$ cat src/rtl/instr_stage_buffer.sv
// Circular fetch-to-decode instruction buffer with epoch-tagged entries.
// Entries whose epoch no longer matches the branch epoch are dropped at the head, and NOP is shown in their place.
module instr_stage_buffer #(
  parameter int                DATA_W    = 32,
  parameter int                DEPTH     = 4,
  parameter int                EPOCH_W   = 1,
  parameter logic [DATA_W-1:0] NOP_INSTR = 32'hE320F000
) (
  input  logic                       clk,
  input  logic                       rst,
  input  logic                       in_valid,
  output logic                       in_ready,
  input  logic [DATA_W-1:0]          instr_in,
  input  logic [EPOCH_W-1:0]         epoch_in,
  input  logic [EPOCH_W-1:0]         epoch_ref,
  input  logic                       stall,
  input  logic                       flush,
  output logic [DATA_W-1:0]          instr_out,
  output logic [EPOCH_W-1:0]         epoch_out,
  output logic                       out_valid,
  output logic                       dropped,
  output logic [$clog2(DEPTH+1)-1:0] count
);

  localparam int PTR_W = $clog2(DEPTH);
  localparam int CNT_W = $clog2(DEPTH+1);

  logic [DATA_W-1:0]  instr_mem_q [DEPTH];
  logic [EPOCH_W-1:0] epoch_mem_q [DEPTH];

  logic [PTR_W-1:0] rd_ptr_q, rd_ptr_d;
  logic [PTR_W-1:0] wr_ptr_q, wr_ptr_d;
  logic [CNT_W-1:0] count_q, count_d;

  logic [DATA_W-1:0]  head_instr;
  logic [EPOCH_W-1:0] head_epoch;
  logic empty, full, stale, push, pop;

  // Storage is deliberately left unreset; count gates every read of it.
  for (genvar gi = 0; gi < DEPTH; gi++) begin : g_entry
    always_ff @(posedge clk) begin
      if (push && (wr_ptr_q == PTR_W'(gi))) begin
        instr_mem_q[gi] <= instr_in;
        epoch_mem_q[gi] <= epoch_in;
      end
    end
  end

  always_comb begin
    head_instr = instr_mem_q[rd_ptr_q];
    head_epoch = epoch_mem_q[rd_ptr_q];
    empty      = (count_q == '0);
    full       = (count_q == CNT_W'(DEPTH));
    stale      = !empty && (head_epoch != epoch_ref);
    out_valid  = !empty && !stale;
    dropped    = stale && !flush;
    instr_out  = out_valid ? head_instr : NOP_INSTR;
    epoch_out  = out_valid ? head_epoch : epoch_ref;
    // Ready depends only on occupancy and flush, never on stall or epoch_ref.
    in_ready   = !full && !flush;
    push       = in_valid && in_ready;
    pop        = (out_valid && !stall) || dropped;
    count      = count_q;

    rd_ptr_d = rd_ptr_q;
    wr_ptr_d = wr_ptr_q;
    count_d  = count_q;
    if (flush) begin
      rd_ptr_d = '0;
      wr_ptr_d = '0;
      count_d  = '0;
    end else begin
      if (push) wr_ptr_d = wr_ptr_q + PTR_W'(1);
      if (pop)  rd_ptr_d = rd_ptr_q + PTR_W'(1);
      count_d = count_q + CNT_W'(push) - CNT_W'(pop);
    end
  end

  always_ff @(posedge clk) begin
    if (rst) begin
      rd_ptr_q <= '0;
      wr_ptr_q <= '0;
      count_q  <= '0;
    end else begin
      rd_ptr_q <= rd_ptr_d;
      wr_ptr_q <= wr_ptr_d;
      count_q  <= count_d;
    end
  end

endmodule

$ cat config.mk
export PLATFORM = sky130hd
export DESIGN_NAME = instr_stage_buffer
export DESIGN_NICKNAME = d
export VERILOG_FILES = /design/src/rtl/instr_stage_buffer.sv
export SDC_FILE = /design/constraint.sdc
export NUM_CORES = 1
export LEC_CHECK = 0
export ABC_CLOCK_PERIOD_IN_PS = 6830
export CORE_MARGIN = 2
export CORE_UTILIZATION = 50
export DETAILED_ROUTE_END_ITERATION = 12
export GPL_TIMING_DRIVEN = 0
export HOLD_SLACK_MARGIN = 0.1
export PLACE_DENSITY_LB_ADDON = 0.25
export SLEW_MARGIN = 10
export SYNTH_ARGS = -nofsm -noshare
export SYNTH_HDL_FRONTEND = slang
export SYNTH_SLANG_ARGS = --single-unit
$ cat constraint.sdc
create_clock -name clk -period 6.83 [get_ports clk]
set_input_delay 1.0245 -clock clk [delete_from_list [all_inputs] [get_ports clk]]
set_output_delay 1.0245 -clock clk [all_outputs]
set_load 0.01 [all_outputs]
==> reports/results.tsv <==
metric	value	unit
status	finished, final reports clean	
layout.nets	422	
cts_setup_buffers	0	
fill_cells	744	
synthesis.area	5590	sq um
final-hold-violation-count	0	
layout_common_cells	edfxtp_1, clkdlybuf4s50_1, mux4_2, and3_1, clkbuf_16	
area_delta_synth_final	29.0	%
required	5810	ps
synth.ff_latch_count	141	
place.gp.congestion	0.726	
final_common_cell	edfxtp_1	
swShare	20.0	%
cts_resized	0	
antenna_found_initial	0	
dp_slack	2770	ps
path_max_fanout	10	
period_share	59.4	%
worstMarginPinSlew	880	ps
p_switching	0.413	mW
avgSynthCellArea	20.2	sq um
yosysWarnings	0	
grt_pass1_wl	15900	um
drc	0	
max_stage_delay	590	ps
io-pin-count	78	
fp.dieW	110	um
clkLatencyLatePin	520	ps
cts_num_sinks	141	
routedWlPerCell	19.2	um
htree_levels	4	
final-setup-viol-count	0	
rsz0062_at_grt	false	
syn-num-nets	323	
grt_pass1_vias	3058	
ys_types	31	
die_area	12000	sq um
grt_max_degree	27	
cts_root_buf	clkbuf_8	
synthCells	277	
initial_core_util	51.4	%
pwr-share-comb	8.8	%
drv_slew	0	
dr.pass1.iters	4	
fmax	247	MHz
hpwlAfterDp	6460	um
pwr-share-clk	44.1	%
synth_ff_type	edfxtp_1	
maxCapViolCount	0	
crit_chain	clkdlybuf4s50_1 > xnor2_4 > clkbuf_2 > and3_1 > clkdlybuf4s50_1	
dpl.cell_count	497	
vdd_drop_max	0.000227	V
skew	7.59	ps
grt_util_all_layers	18.8	%
cts_buffer_depth	2	
wl	10100	um
drive_gt1_share	20.6	%
crit_top_cell	clkdlybuf4s50_1	
vias	2889	
fin_tns_setup	0	ps
synth-edff-count	132	
num_rows	38	
coreArea	10900	sq um
synthArstFlopShare	0	%
cts_hold_buffers	0	
seqPwrFrac	47.1	%
leakagePower	2.41	nW
seq_area_frac_synth	74.1	%
fp.dieH	110	um
hp-class	flop to flop	
min_period	4060	ps
p_per_area	285	nW/um^2
cts_tree	built	
n_antenna_cell	0	
initialDrtViolationCount	150	
p_int	1.65	mW
power	2.06	mW
io_buffer_count	76	
finalNonFillerCells	528	
setup_ws	2770	ps
cp_slowest_cell	clkdlybuf4s50_1	
overflow	0	
cts_buffers	17	
cp.arrival	3030	ps
hold_ws	491	ps
maxSlewHeadroom	41.0	%
cp-start-kind	input port	
viasPerCell	5.47	
crit_path_end_kind	output pin	
critPathKind	input port to output pin	
clkSlewWorstSetupHoldPaths	60	ps
antenna_left	0	
## cell type report
type | instances | area, sq um | share of cell area [%]
Clock inverter | 13 | 174 | 2.41
Sequential cell | 141 | 4140 | 57.5
Clock buffer | 18 | 418 | 5.79
Inverter | 9 | 33.8 | 0.468
Tap cell | 140 | 175 | 2.43
Multi-Input combinational cell | 112 | 1340 | 18.6
Timing Repair Buffer | 80 | 848 | 11.8
Buffer | 15 | 78.8 | 1.09
## path summary, 6_finish.rpt
kind                       startpoint                        to  slack [ps]  depth (start not counted)
max                         epoch_ref             instr_out[16]        2770                          5
min          rd_ptr_q[1]$_SDFFE_PP0N_  rd_ptr_q[1]$_SDFFE_PP0N_         490                          2
max reg2reg                      flop       count[2]$_SDFF_PP0_        3960                         12
min reg2reg  rd_ptr_q[1]$_SDFFE_PP0N_  rd_ptr_q[1]$_SDFFE_PP0N_         490                          2
## state kept, by name (all words and copies together) (netlist names), named ones only
name	flops
instr_mem_q	128
count	3
wr_ptr_q	2
rd_ptr_q	2
epoch_mem_q	4
## power by group through the flow
stage               sequential, mW  clock (mW)  combinational, mW
finish                       0.969       0.909              0.180
global route                 0.971       0.958              0.198
CTS                          0.969       0.925              0.185
detailed placement           0.987           0              0.184
global placement             0.987           0              0.178
floorplan                    0.987           0             0.0914
## routing by layer
metal | wire length (um) | part of all wire [%] | global-route usage [%]
met3 | 663 | 6.6 | 5.93
met2 | 5310 | 52 | 32.4
met5 | 0 | 0 | 0
met4 | 108 | 1.1 | 6.60
met1 | 4040 | 40 | 22.3
## worst max-delay path, delay by kind of cell
kind / cells / cell delay [ps]
buffers and inverters: 3 / 1430
and+or+nand+nor: 1 / 220
xor gates and xnor gates: 1 / 350
## cells by family (layout without fill, tap and decap cells)
kind of cell	Yosys count	count (layout)	share of synthesized area, %
flip-flops	141	141	74.1
AND/OR/NAND/NOR	57	57	6.22
multiplexers	39	39	14.4
buffers and inverters	24	135	2.01
adder cells (fa/ha/maj)	7	7	1.70
AO/OA/AOI/OAI	5	5	0.626
XOR/XNOR	4	4	0.962
## stage by stage
stage          utilization (%)  instance area, sq um
2_1_floorplan                -                  5590
3_3_place_gp              60.0                  6530
3_5_place_dp              60.8                  6620
4_1_cts                   66.2                  7210
5_1_grt                   66.2                  7210
6_report                  66.2                  7210
## synthesized netlist by cell type (2+ instances only)
cell type,n,area (sq um)
mux2i_1,6,60.1
or2_1,10,62.6
buf_6,2,22.5
clkbuf_2,2,10.0
edfxtp_1,132,3960
xnor2_1,3,26.3
a21boi_0,2,15.0
clkbuf_1,7,26.3
ha_1,6,75.1
buf_2,4,20.0
inv_1,9,33.8
or3_1,2,12.5
nor2_1,3,11.3
mux4_2,33,743
and3_1,22,138
and2_1,6,37.5
nor3_1,5,25.0
nand3b_1,2,15.0
dfxtp_1,9,180
Power figures use the tool's default switching activity.
